## config.mk

```make
export PLATFORM = sky130hd
export DESIGN_NAME = cwt_result_streamer
export DESIGN_NICKNAME = d
export VERILOG_FILES = /design/src/rtl/cwt_pkg.sv /design/src/rtl/cwt_skid_fifo.sv /design/src/rtl/cwt_result_streamer.sv
export SDC_FILE = /design/constraint.sdc
export NUM_CORES = 1
export LEC_CHECK = 0
export ABC_AREA = 1
export ABC_CLOCK_PERIOD_IN_PS = 3790
export CELL_PAD_IN_SITES_DETAIL_PLACEMENT = 0
export CELL_PAD_IN_SITES_GLOBAL_PLACEMENT = 1
export CORE_ASPECT_RATIO = 1.75
export CORE_UTILIZATION = 39
export DETAILED_ROUTE_END_ITERATION = 8
export GPL_TIMING_DRIVEN = 0
export MAX_ROUTING_LAYER = met4
export PLACE_DENSITY_LB_ADDON = 0.1
export SLEW_MARGIN = 25
export SYNTH_ARGS = -nofsm -noshare
export SYNTH_HDL_FRONTEND = slang
export SYNTH_SLANG_ARGS = --single-unit
```

## constraint.sdc

```tcl
create_clock -name clk -period 3.79 [get_ports clk]
set_clock_uncertainty 0.2 [all_clocks]
set_input_delay 0.758 -clock clk [delete_from_list [all_inputs] [get_ports clk]]
set_output_delay 0.758 -clock clk [all_outputs]
set_load 0.05 [all_outputs]
```

## src/rtl/cwt_pkg.sv

```systemverilog
// Shared definitions for the CWT control unit, IFFT wrapper and result
// streamer.
//   CWT_DW        default sample width on the BRAM and AXI4-Stream paths
//   cwt_state_e   result streamer FSM states
//   cwt_aw()      BRAM address width for an N x J1 frame
//   cwt_log2()    log2 of a power-of-two size (row-index width)
package cwt_pkg;

  localparam int CWT_DW = 32;

  typedef enum logic [1:0] {
    S_IDLE   = 2'd0,
    S_STREAM = 2'd1,
    S_DRAIN  = 2'd2,
    S_DONE   = 2'd3
  } cwt_state_e;

  function automatic int cwt_aw(input int n, input int j1);
    return $clog2(n * j1);
  endfunction

  function automatic int cwt_log2(input int v);
    return $clog2(v);
  endfunction

endpackage

```

## src/rtl/cwt_skid_fifo.sv

```systemverilog
// Two-entry register FIFO that absorbs the BRAM read latency and downstream
// backpressure in front of the AXI4-Stream output.
//   clk, rstn  clock, asynchronous active-low reset
//   push, din  write din at the end of this cycle
//   pop        drop the head at the end of this cycle (only when not empty)
//   dout       current head entry
//   empty      no entry held
//   count      number of entries held (0..2)
module cwt_skid_fifo
  import cwt_pkg::*;
#(
  parameter int DW = CWT_DW
) (
  input  logic          clk,
  input  logic          rstn,
  input  logic          push,
  input  logic          pop,
  input  logic [DW-1:0] din,
  output logic [DW-1:0] dout,
  output logic          empty,
  output logic [1:0]    count
);

  logic [DW-1:0] mem_q [2];
  logic [DW-1:0] mem_d [2];
  logic          wr_ptr_q, wr_ptr_d;
  logic          rd_ptr_q, rd_ptr_d;
  logic [1:0]    count_q,  count_d;

  always_comb begin
    // NOTE: every signal driven here gets a default first so that no path
    // leaves it unassigned and a latch is never inferred.
    mem_d    = mem_q;
    wr_ptr_d = wr_ptr_q;
    rd_ptr_d = rd_ptr_q;
    count_d  = count_q + 2'(push) - 2'(pop);
    if (push) begin
      mem_d[wr_ptr_q] = din;
      wr_ptr_d        = ~wr_ptr_q;
    end
    if (pop) begin
      rd_ptr_d = ~rd_ptr_q;
    end
  end

  // NOTE: state registers use non-blocking assignments so every flop samples
  // the pre-edge values regardless of process ordering.
  always_ff @(posedge clk or negedge rstn) begin
    if (!rstn) begin
      // NOTE: the storage is only two words and feeds tdata directly, so it is
      // reset to keep the output at zero while the block is in reset.
      mem_q[0] <= '0;
      mem_q[1] <= '0;
      wr_ptr_q <= 1'b0;
      rd_ptr_q <= 1'b0;
      count_q  <= 2'd0;
    end else begin
      mem_q    <= mem_d;
      wr_ptr_q <= wr_ptr_d;
      rd_ptr_q <= rd_ptr_d;
      count_q  <= count_d;
    end
  end

  assign dout  = mem_q[rd_ptr_q];
  assign empty = (count_q == 2'd0);
  assign count = count_q;

  // A push into a full FIFO is only legal when the head leaves in the same cycle.
  a_no_overflow : assert property (@(posedge clk) disable iff (!rstn)
    !(push && !pop && (count_q == 2'd2)));

endmodule

```

## src/rtl/cwt_result_streamer.sv

```systemverilog
// Reads a complete N x J1 result frame out of the result BRAM in address
// order and emits it as one AXI4-Stream frame at up to 1 beat per cycle.
//   clk, rstn       clock, asynchronous active-low reset
//   start_i         1-cycle pulse: BRAM holds a complete frame
//   bram_en_o       BRAM read enable
//   bram_addr_o     BRAM read address
//   bram_rdata_i    BRAM read data, valid the cycle after bram_en_o
//   m_axis_*        AXI4-Stream master (tlast every N beats, tuser on beat 0)
//   busy_o          frame in progress (drives the control unit's dl_busy_i)
//   done_o          1-cycle pulse after the final beat is accepted
module cwt_result_streamer
  import cwt_pkg::*;
#(
  parameter  int N  = 1024,
  parameter  int J1 = 64,
  parameter  int DW = CWT_DW,
  localparam int AW = cwt_aw(N, J1)
) (
  input  logic          clk,
  input  logic          rstn,
  input  logic          start_i,
  output logic          bram_en_o,
  output logic [AW-1:0] bram_addr_o,
  input  logic [DW-1:0] bram_rdata_i,
  output logic [DW-1:0] m_axis_tdata,
  output logic          m_axis_tvalid,
  input  logic          m_axis_tready,
  output logic          m_axis_tlast,
  output logic          m_axis_tuser,
  output logic          busy_o,
  output logic          done_o
);

  localparam int            LOGN      = cwt_log2(N);
  localparam logic [AW-1:0] LAST_ADDR = AW'(N * J1 - 1);
  localparam logic [AW:0]   LAST_BEAT = (AW + 1)'(N * J1 - 1);

  cwt_state_e    state_q, state_d;
  logic [AW-1:0] addr_q,  addr_d;
  logic [AW:0]   beat_q,  beat_d;
  logic          inflight_q, inflight_d;

  logic          fifo_empty;
  logic [1:0]    fifo_count;
  logic          pop;
  logic          rd_ok;
  logic [2:0]    credit_used;

  cwt_skid_fifo #(.DW(DW)) u_fifo (
    .clk   (clk),
    .rstn  (rstn),
    .push  (inflight_q),
    .pop   (pop),
    .din   (bram_rdata_i),
    .dout  (m_axis_tdata),
    .empty (fifo_empty),
    .count (fifo_count)
  );

  assign m_axis_tvalid = ~fifo_empty;
  assign pop           = m_axis_tvalid & m_axis_tready;

  // Slots already claimed: held entries plus the read whose data lands this
  // cycle, less the entry leaving this cycle. A new read needs one free slot.
  assign credit_used = 3'(fifo_count) + 3'(inflight_q) - 3'(pop);
  assign rd_ok       = (credit_used < 3'd2);
  assign bram_en_o   = (state_q == S_STREAM) && rd_ok;
  assign inflight_d  = bram_en_o;

  always_comb begin
    state_d = state_q;
    addr_d  = addr_q;
    beat_d  = pop ? beat_q + 1'b1 : beat_q;
    case (state_q)
      S_IDLE: begin
        addr_d = '0;
        beat_d = '0;
        if (start_i) state_d = S_STREAM;
      end
      S_STREAM: begin
        if (bram_en_o) begin
          // Hold on the final address; the frame never wraps.
          if (addr_q == LAST_ADDR) state_d = S_DRAIN;
          else                     addr_d  = addr_q + 1'b1;
        end
      end
      S_DRAIN: begin
        if (pop && (beat_q == LAST_BEAT)) state_d = S_DONE;
      end
      S_DONE: begin
        addr_d  = '0;
        state_d = S_IDLE;
      end
      default: state_d = S_IDLE;
    endcase
  end

  always_ff @(posedge clk or negedge rstn) begin
    if (!rstn) begin
      state_q    <= S_IDLE;
      addr_q     <= '0;
      beat_q     <= '0;
      inflight_q <= 1'b0;
    end else begin
      state_q    <= state_d;
      addr_q     <= addr_d;
      beat_q     <= beat_d;
      inflight_q <= inflight_d;
    end
  end

  assign bram_addr_o  = addr_q;
  // Flags are qualified by tvalid so they read 0 whenever no beat is offered.
  assign m_axis_tlast = m_axis_tvalid && (beat_q[LOGN-1:0] == LOGN'(N - 1));
  assign m_axis_tuser = m_axis_tvalid && (beat_q == '0);
  assign busy_o       = (state_q != S_IDLE);
  assign done_o       = (state_q == S_DONE);

endmodule
```

## Yosys cells after proc, flatten, opt, wreduce, memory -nomap -nowiden

Index checks and enable logic that the tools add are counted.

| operators by class | value |
|---|---|
| equality and inequality tests | 11 |
| $add $sub $neg | 6 |
| mux-type cells | 16 |
| bitwise logic cells | 6 |
| reduce and logical (&&, ||, !) cells | 14 |
| order comparisons | 4 |

Operators by type and width:

| kind | count |
|---|---|
| $mux 32 | 4 |
| $bwmux 64 | 1 |
| $mux 17 | 2 |
| $demux 32 s1 | 1 |
| $mux 16 | 2 |
| $pmux 16 s2 | 1 |
| $add 17x1->17 const B | 1 |
| $eq 17x16->1 const B | 1 |
| $logic_not 17->1 | 1 |
| $add 16x1->16 const B | 1 |
| $eq 16x16->1 const B | 1 |
| $eq 10x10->1 const B | 1 |
| $mux 2 | 4 |
| $ne 2x2->1 const B | 4 |
| $pmux 2 s4 | 1 |
| $reduce_bool 2->1 | 3 |
| $logic_and 1x1->1 | 5 |
| $eq 2x2->1 const B | 2 |
| $ge 2x2->1 const B | 2 |
| $logic_not 2->1 | 2 |
| $not 1->2 | 2 |
| $reduce_and 4->1 | 1 |
| $add 2x1->3 | 1 |
| $lt 3x2->1 const B | 1 |
| other kinds (10) | 12 |

| word-level totals | value |
|---|---|
| word-level logic and storage cells | 66 |
| output and inout bits | 54 |
| input bits | 36 |
| register bits after elaboration | 104 |

## Depth between registers and ports, before layout

Gate-level depths: netlist of run 1.

| depth | value |
|---|---|
| word-level depth | 8 |
| mapped depth | 15 |
| gate-level depth less buffers | 14 |

## Hierarchy

From an unflattened synthesis of run 1, not the netlist that was laid out.

| second synthesis, totals | value |
|---|---|
| cells, all modules | 703 |
| area total of the unflattened synthesis | 5353.9 um2 |

Modules (own cells, without submodules):

| module | area an instance (um2) | instances | seq. area each (um2) | cells each |
|---|---|---|---|---|
| cwt_skid_fifo | 2981.6 | 1 | 1701.6 | 362 |
| cwt_result_streamer | 2372.3 | 1 | 900.9 | 341 |

## Worst setup path after synthesis of run 1

OpenSTA, ideal clock, no wires.

| timing | value |
|---|---|
| kind | input to output |
| from | in m_axis_tready |
| to | out bram_en_o |
| stages on the path | 10 |
| data required time | 2.832 ns |
| setup slack | 0.352 ns |
| data arrival time | 2.480 ns |
| path buffers | 1 |
| cells stage by stage | inv_1 -> nor2_1 -> buf_2 -> ha_1 -> inv_1 -> ha_1 -> fa_1 -> inv_1 -> nand4_1 -> inv_1 |

| on the way | value |
|---|---|
| word-level cells in the longest chain between the ends | 4 |

Ends and longest elaborated chain:

| item | line | source |
|---|---|---|
| from (decl) | cwt_result_streamer.sv:27 | `input logic m_axis_tready,` |
| $and 1x1->1 | cwt_result_streamer.sv:61 | `assign pop = m_axis_tvalid & m_axis_tready;` |
| net pop | cwt_result_streamer.sv:45 | `logic pop;` |
| $sub 3x1->3 | cwt_result_streamer.sv:65 | `assign credit_used = 3'(fifo_count) + 3'(inflight_q) - 3'(pop);` |
| net credit_used[1] | cwt_result_streamer.sv:47 | `logic [2:0] credit_used;` |
| $lt 3x2->1 | cwt_result_streamer.sv:66 | `assign rd_ok = (credit_used < 3'd2);` |
| $logic_and 1x1->1 | cwt_result_streamer.sv:67 | `assign bram_en_o = (state_q == S_STREAM) && rd_ok;` |
| to (decl) | cwt_result_streamer.sv:22 | `output logic bram_en_o,` |

The timed path passes the listed nets, and every way through them passes these cells.

## Final worst setup path of run 1

| timing | value |
|---|---|
| from | reg u_fifo.count_q[1], in the netlist u_fifo.count[1] |
| to | out bram_en_o |

| on the way | value |
|---|---|
| word-level cells in the longest chain between the ends | 6 |
| elaborated cells on any way between the ends | 7 |
| those cells by class | 2 x add/sub; 1 x order compare; 2 x bitwise; 2 x reduce/logical |

Ends and longest elaborated chain:

| item | line | source |
|---|---|---|
| from (decl) | cwt_skid_fifo.sv:28 | `logic [1:0] count_q, count_d;` |
| from (signal assigned) | cwt_skid_fifo.sv:61 | `count_q <= count_d;` |
| $logic_not 2->1 | cwt_skid_fifo.sv:66 | `assign empty = (count_q == 2'd0);` |
| $not 1->1 | cwt_result_streamer.sv:60 | `assign m_axis_tvalid = ~fifo_empty;` |
| $and 1x1->1 | cwt_result_streamer.sv:61 |  |
| net pop | cwt_result_streamer.sv:45 |  |
| $sub 3x1->3 | cwt_result_streamer.sv:65 |  |
| net credit_used[1] | cwt_result_streamer.sv:47 |  |
| $lt 3x2->1 | cwt_result_streamer.sv:66 |  |
| $logic_and 1x1->1 | cwt_result_streamer.sv:67 |  |

The timed path passes the listed nets, and every way through them passes these cells.

==> results of run 1 <==
==> worst max-delay path: stages (launching register included) <==
cell and delay [ps]:
dfrtp_1 420, nor2_2 280, nor2_4 60, buf_6 120
ha_4 260, inv_4 30, ha_4 140, fa_2 540
inv_2 40, nand4_1 130, inv_2 80, buf_8 150
==> area by class of cell <==
type                       count  area, sq um
clock inverter                 6         73.8
sequential                   104         2600
timing repair buffer          95          967
buffer                        23          113
clock buffer                  10          239
fill                        1309         6220
inverter                      83          314
tap                          171          214
multi-input combinational    410         2200
==> cell usage in the layout (no fill, tap or decap), types with 11 or more instances in the layout <==
cell type / n
nand2_1: 159
dfrtp_1: 104
o21ai_0: 89
clkdlybuf4s50_1: 85
inv_1: 79
nor2_1: 44
mux2_2: 32
nand3_1: 27
clkbuf_1: 17
a21oi_1: 11
==> where the power goes <==
part / internal, mW / leakage (nW) / switching (mW) / total [mW]
clock: 0.540 / 0.148 / 0.440 / 0.980
combinational: 1.23 / 1.68 / 2.17 / 3.40
sequential: 1.52 / 1.31 / 0.217 / 1.74
==> layer usage <==
layer,up-vias,global-route usage,share of wire
met5,-,-,0
met4,0,0.0756,0.019
met3,15,0.0277,0.029
met2,72,0.378,0.54
met1,2111,0.231,0.41
li1,2183,-,-
==> metrics by stage <==
stage	setup WS [ps]	TNS, ps
after global routing	124	0
final	236	0
after detailed placement	-869	-869
after global placement	-2340	-242780
after floorplan	352	0
after CTS	4.08	0
==> Yosys cell counts <==
cell,n,share of area
nor2_2,3,0.0036
fa_1,1,0.0039
nand3b_1,1,0.0015
o21bai_1,4,0.0058
nor4_1,1,0.0012
o22ai_1,1,0.0012
buf_2,4,0.0039
o21ai_1,1,0.00097
or2_2,3,0.0036
buf_6,2,0.0044
nor3_1,4,0.0039
nor2_8,1,0.0039
ha_1,10,0.024
mux2_2,32,0.070
nor2_1,46,0.033
dfrtp_1,104,0.50
nand3_1,27,0.026
o21ai_0,89,0.086
clkbuf_1,17,0.012
nand4_1,9,0.011
nand2_2,3,0.0036
nor2_4,1,0.0022
inv_1,83,0.060
xor2_1,3,0.0051
nand2_1,159,0.12
a21oi_1,11,0.011
==> worst paths after layout <==
check	slack [ps]	end	from
hold reg to reg	280	u_fifo.mem_q[38]	u_fifo.mem_q[38]
hold / removal	100	u_fifo.mem_q[4]	rstn
max in group asynchronous	2580	bram_addr_o[10]	rstn
min in group clk	280	u_fifo.mem_q[38]	u_fifo.mem_q[38]
setup reg to reg	650	bram_addr_o[9]	u_fifo.count[1]
setup / recovery	240	bram_en_o	u_fifo.count[1]
==> state kept, by name (all words and copies together) (netlist names) <==
name,flops
beat_q,17
bram_addr_o,16
inflight_q,1
state_q,2
u_fifo.count,2
u_fifo.mem_q,64
u_fifo.rd_ptr_q,1
u_fifo.wr_ptr_q,1
==> cells by family (layout without fill, tap and decap cells) <==
group,Yosys count,count (layout),synth area share
buffers and inverters,106,217,0.0807
AND/OR/NAND/NOR,258,258,0.209
multiplexers,32,32,0.0696
AO/OA/AOI/OAI,106,106,0.105
adder cells (fa/ha/maj),11,11,0.0280
XOR/XNOR,3,3,0.00508
flip-flops,104,104,0.503
==> repair_timing <==
item | 4_1_cts | 5_1_grt
gates cloned | 0 | 0
resized for setup | 16 | 9
endpoints found under the setup margin | 1 | 2
pin swaps | 4 | 3
buffers inserted | 2 | 3
==> flow_summary.json, run 1 <==
{
  "insertion_delay_ps": 350,
  "postSynthAreaPerCell_sq_um": 8.35,
  "syn_nets": 667,
  "grt_pass1_wl_mm": 21.7,
  "fin_util": 0.519,
  "power.total_mw": 6.12,
  "clock-sinks": 104,
  "final_area_sq_um": 6720,
  "synthCells": 620,
  "rr_worst_depth": 16,
  "core_sq_um": 12900,
  "antenna_found_initial": 0,
  "yosys_warnings": 0,
  "grtUsageTotal": 0.211,
  "stdcell_count": 902,
  "die_x_microns": 89.1,
  "drive_gt1_frac": 0.112,
  "nets": 773,
  "relSlewSlack": 0.634,
  "wl_per_cell_microns": 14.5,
  "hold_buffers": 0,
  "hpwlAfterDp_mm": 9.44,
  "cts_buffers": 9,
  "grt_start_max_net_pins": 70,
  "die_y_microns": 154,
  "worstSetupEndpointType": "output pin",
  "leakagePower_nw": 3.14,
  "setup_viol": 0,
  "critPathMaxFanout": 4,
  "post_drt_via_cell_ratio": 4.86,
  "peakVddDrop_uv": 346,
  "worstPathArrival_ps": 2600,
  "place_area_sq_um": 6310,
  "drt-total-wl_mm": 13.1,
  "row_count": 55,
  "cp-start-kind": "flip-flop",
  "syn_area_sq_um": 5180,
  "dr.pass1.iters": 4,
  "drtIter0Drc": 151,
  "clock_path_buffers": 2,
  "dp_cells": 881,
  "drc": 0,
  "whs_ps": 104,
  "required_ps": 2830,
  "ios": 90,
  "ys_seq_area_frac": 0.503,
  "fmaxAchievable_ghz": 0.281,
  "min-delay-path-class": "in -> async",
  "synth-seq-cells": 104,
  "area_growth_pct": 29.8,
  "die_area_sq_um": 13800,
  "power_density_nw_per_um2": 911,
  "start_util": 0.400,
  "io_buffers": 89,
  "drv_slew": 0,
  "antenna_left": 0,
  "grt-ovfl-total": 0,
  "clock-root-buffer": "clkbuf_16",
  "grt_pass1_vias": 4547,
  "ys_types": 26,
  "finalCritPeriodShare": 0.938,
  "routabilityCongestion": 0.809,
  "ctsHtreeMaxLevel": 3,
  "final_hold_viol_count": 0,
  "cts_tree": "yes",
  "clk_pin_slew_ps": 80,
  "maxCapViolCount": 0,
  "vias": 4381,
  "outcome": "finished clean",
  "num_antenna_cells": 0,
  "tightest_slew_ps": 547,
  "rsz0062_at_grt": "no",
  "fin_crit_ps": 3550,
  "crit_type": "reg -> out"
}
No activity file was read; power rests on OpenSTA's default activity.
==> inputs of run 2 (changes only) <==
- CORE_UTILIZATION: 39 -> 30
==> flow_summary.json, run 2 (synthesis gave the netlist of run 1 again) <==
{
  "finalCritPeriodShare": 0.956,
  "insertion_delay_ps": 340,
  "start_util": 0.305,
  "grt-ovfl-total": 0,
  "path_cells": "dlygate4sd2_1 -> inv_1 -> nor2_1 -> buf_4 -> ha_1 -> inv_1 -> ha_2 -> fa_2 -> or2_4 -> nand4_1 -> inv_2 -> buf_8",
  "grt_pass1_wl_mm": 23.5,
  "place_area_sq_um": 6380,
  "cts_tree": "yes",
  "drtIter0Drc": 108,
  "path_common_cell": "inv_1",
  "relSlewSlack": 0.626,
  "final_common_cell": "nand2_1",
  "clock-root-buffer": "clkbuf_16",
  "top_layer": "met4",
  "cp-start-kind": "input pin",
  "fin_util": 0.401,
  "wl_per_cell_microns": 14.5,
  "critPathMaxFanout": 2,
  "fmaxAchievable_ghz": 0.276,
  "drc": 0,
  "drv_slew": 0,
  "core_sq_um": 16900,
  "die_area_sq_um": 17800,
  "hold_buffers": 0,
  "dp_slack_ps": -917,
  "die_x_microns": 101,
  "ios": 90,
  "ctsHtreeMaxLevel": 3,
  "leakagePower_nw": 3.16,
  "outcome": "finished clean",
  "multi_input_comb_area_sq_um": 2170,
  "post_drt_via_cell_ratio": 4.58,
  "power.total_mw": 6.12,
  "regToRegSetupSlack_ps": 770,
  "maxCapViolCount": 0,
  "clock-sinks": 104,
  "routabilityCongestion": 0.794,
  "antenna_left": 0,
  "clk_pin_slew_ps": 80,
  "largest_register": "u_fifo.mem_q",
  "fin_crit_ps": 3620,
  "grtUsageTotal": 0.174,
  "min-delay-path-class": "in -> async",
  "antenna_found_initial": 0,
  "rsz0062_at_grt": "no",
  "row_count": 63,
  "regArea_sq_um": 2600,
  "fin_ws_ps": 168,
  "wl_met3_microns": 405,
  "wl_met1_mm": 5.82,
  "required_ps": 2830,
  "setup_viol": 0,
  "die_y_microns": 176,
  "power_density_nw_per_um2": 901,
  "cts_buffers": 9,
  "largest_reg_flops": 64,
  "grt_pass1_vias": 4721,
  "io_buffers": 89,
  "num_antenna_cells": 0,
  "fillers": 1787,
  "peakVddDrop_uv": 396,
  "worstSetupEndpointType": "output pin",
  "drive_gt1_frac": 0.115,
  "vias": 4425,
  "worstPathArrival_ps": 2660,
  "final_area_sq_um": 6800,
  "crit_path_max_incr_delay_ps": 360,
  "tightest_slew_ps": 561,
  "clock_path_buffers": 2,
  "hpwlAfterDp_mm": 10.2,
  "crit_type": "in -> out",
  "area_growth_pct": 31.4,
  "grt_start_max_net_pins": 69,
  "dr_wl_met2_mm": 7.55,
  "final_hold_viol_count": 0,
  "dr.pass1.iters": 4,
  "nets": 781,
  "drt-total-wl_mm": 14.0,
  "final_cell_mix": "nand2_1 (159), dfrtp_1 (104), o21ai_0 (89)",
  "cp_slowest_cell": "fa_2"
}
==> run 2: timing repair <==
action                     4_1_cts  5_1_grt
gates resized for setup         16        1
setup endpoints to repair        2        1
setup buffers                   13        0
pin swaps                        3        0
==> run 2: routing by layer <==
layer  GRT usage  vias to the layer above
li1            -                     2203
met1       0.189                     2136
met2       0.321                       71
met3      0.0235                       15
met4      0.0513                        0
met5           -                        -
==> run 2: worst max-delay path: cells and delay by family <==
family	cells	cell delay (ps)
AND/OR/NAND/NOR	3	440
buffers and inverters	6	690
adder cells (fa/ha/maj)	3	790
==> run 2: stage by stage <==
step	hold slack, ps	TNS (ps)	instances
3_3_place_gp	260	-256860	936
6_report	111	0	966
2_1_floorplan	248	0	620
3_5_place_dp	267	-917	937
4_1_cts	114	0	966
5_1_grt	127	0	966
==> run 2: worst paths after layout <==
check	from	cells after the start	endpoint
max	m_axis_tready	12	bram_en_o
min	rstn	1	u_fifo.mem_q[37]
max reg2reg	u_fifo.count[1]	15	bram_addr_o[10]
min reg2reg	u_fifo.mem_q[13]	2	u_fifo.mem_q[13]
max in group asynchronous	rstn	2	beat_q[0]
min in group clk	u_fifo.mem_q[13]	2	u_fifo.mem_q[13]
==> run 2: area by class of cell <==
type,instances,area share
clock inverters,6,0.0114
plain buffers,23,0.0160
flip-flops and latches,104,0.383
clock buffers,10,0.0337
multi-input cells,410,0.319
well taps,227,0.0418
inverters,83,0.0458
repair buffers,103,0.150
==> run 2: power by group <==
part           switching [mW]  total (mW)  internal, mW
sequential              0.220        1.74          1.52
combinational            2.18        3.41          1.23
clock                   0.445       0.970         0.525
total                    2.84        6.12          3.28
==> inputs of run 3 (changes only) <==
- PLACE_DENSITY: default -> 0.68
- PLACE_DENSITY_LB_ADDON: 0.1 -> default
==> flow_summary.json, run 3 (synthesis gave the netlist of run 1 again) <==
{
  "grt-ovfl-total": 0,
  "cts_tree": "yes",
  "final_area_sq_um": 6770,
  "row_count": 63,
  "outcome": "finished clean",
  "antenna_found_initial": 0,
  "vias": 4434,
  "num_antenna_cells": 0,
  "required_ps": 2830,
  "ctsHtreeMaxLevel": 3,
  "drc": 0,
  "grt_pass1_vias": 4652,
  "internal-power_mw": 3.21,
  "ios": 90,
  "power_density_nw_per_um2": 893,
  "path_cells": "nor2_1 -> nor2_4 -> buf_6 -> ha_4 -> inv_1 -> ha_2 -> fa_2 -> or2_4 -> nand4_1 -> inv_2 -> buf_8",
  "cts_buffers": 9,
  "wl_per_cell_microns": 13.8,
  "io_buffers": 89,
  "antenna_left": 0,
  "power_switching_share": 0.469,
  "regToRegSetupSlack_ps": 350,
  "clock-root-buffer": "clkbuf_16",
  "drv_slew": 0,
  "stdcell_count": 960,
  "fin_util": 0.399,
  "die_y_microns": 176,
  "rr_startpoint": "u_fifo.count[1]",
  "largest_register": "u_fifo.mem_q",
  "drtIter0Drc": 78,
  "cp_slowest_cell": "dfrtp_1",
  "fin_crit_ps": 3590,
  "start_util": 0.305,
  "crit_type": "reg -> out",
  "leakagePower_nw": 3.14,
  "drive_gt1_frac": 0.112,
  "crit_family": "simple AND/OR/NAND/NOR gates",
  "routabilityCongestion": 0.814,
  "clock_path_buffers": 2,
  "cp-start-kind": "flip-flop",
  "peakVddDrop_uv": 495,
  "rr_worst_depth": 19,
  "final_cell_mix": "nand2_1 (159), dfrtp_1 (104), o21ai_0 (89)",
  "relSlewSlack": 0.637,
  "post_drt_via_cell_ratio": 4.62,
  "critPathMaxFanout": 4,
  "grtUsageTotal": 0.164,
  "nets": 775,
  "path_buf_inv": 4,
  "final_hold_viol_count": 0,
  "p_sw_mw": 2.83,
  "die_area_sq_um": 17800,
  "core_sq_um": 16900,
  "seq_power_share": 0.288,
  "crit_path_max_incr_delay_ps": 420,
  "p_comb_frac": 0.562,
  "rsz0062_at_grt": "no",
  "tightest_slew_ps": 543,
  "final_common_cell": "nand2_1",
  "worstSetupEndpointType": "output pin",
  "grt_start_max_net_pins": 61,
  "insertion_delay_ps": 350,
  "place_area_sq_um": 6380,
  "clk_pin_slew_ps": 70,
  "min-delay-path-class": "in -> async",
  "fmaxAchievable_ghz": 0.279,
  "clock-sinks": 104,
  "worstPathArrival_ps": 2630,
  "grt_pass1_wl_mm": 22.4,
  "tns_ps": 0,
  "reg2reg_to": "bram_addr_o[8]",
  "hpwlAfterDp_mm": 9.81,
  "largest_reg_flops": 64,
  "dp_cells": 937,
  "power.total_mw": 6.04,
  "dr.pass1.iters": 5,
  "drt-total-wl_mm": 13.3,
  "setup_viol": 0,
  "finalCritPeriodShare": 0.947,
  "die_x_microns": 101,
  "maxCapViolCount": 0,
  "pwr-share-clk": 0.150,
  "area_growth_pct": 30.7
}
run 3: cell count changes in the layout (fill, tap and decap cells not counted), moves of 2 or more:
cell / previous run / this run
dlymetal6s2s_1: 0 / 2
buf_4: 14 / 7
nor2_4: 1 / 3
nor2_2: 4 / 2
dlygate4sd2_1: 2 / 0
run 3: area by class of cell:
class                           instances  area, sq um
Clock buffer                            9          225
Buffer                                 23          113
Inverter                               83          312
Clock inverter                          7         61.3
Timing Repair Buffer                   97          982
Sequential cell                       104         2600
Tap cell                              227          284
Multi-Input combinational cell        410         2190
Fill cell                            1756        10200
run 3: routing by layer:
layer / global-route usage / vias up / wire length [microns]
li1: - / 2189 / -
met1: 0.185 / 2166 / 5600
met2: 0.298 / 70 / 7210
met3: 0.0179 / 9 / 317
met4: 0.0525 / 0 / 161
met5: - / - / 0
run 3: timing repair:
action | in CTS | in global routing
pin swaps | 4 | 2
setup endpoints to repair | 1 | 15
resized for setup | 16 | 6
cloned | 0 | 0
buffers inserted | 7 | 0
hold buffers | 0 | 0
run 3: worst max path at each step:
stage                         start               end  slack [ps]  cells after the start
CTS                   m_axis_tready         bram_en_o          10                     12
global placement               rstn  u_fifo.mem_q[11]       -2260                      1
global route        u_fifo.count[1]         bram_en_o          90                     11
floorplan             m_axis_tready         bram_en_o         350                     10
detailed placement    m_axis_tready         bram_en_o        -890                     12
finish              u_fifo.count[1]         bram_en_o         200                     11
run 3: worst reg2reg max path, stage by stage (launching register included):
cell     delay, ps
dfrtp_1        420
nor2_1         320
nor2_4          60
buf_6          130
ha_4           250
inv_1           30
ha_2           160
fa_2           430
inv_2           70
nand4_1        110
buf_4          160
buf_4          120
buf_4          120
buf_4          120
buf_4          130
nor2_4         150
nor2_8          60
buf_6          160
nand2_1         50
o21ai_0         80
run 3: per-stage QoR:
| stage | setup slack, ps | hold WS, ps |
|---|---|---|
| 6_report | 200 | 137 |
| 5_1_grt | 87.5 | 162 |
| 4_1_cts | 9.86 | 150 |
| 3_5_place_dp | -894 | 267 |
| 3_3_place_gp | -2260 | 260 |
| 2_1_floorplan | 352 | 248 |
run 3: power by group through the flow:
stage	combinational, mW	sequential [mW]	clock (mW)
after floorplan	2.33	1.71	0
after global placement	3.30	1.73	0
after detailed placement	3.34	1.76	0
after CTS	3.43	1.74	0.942
after global routing	3.67	1.79	0.984
final	3.40	1.74	0.907
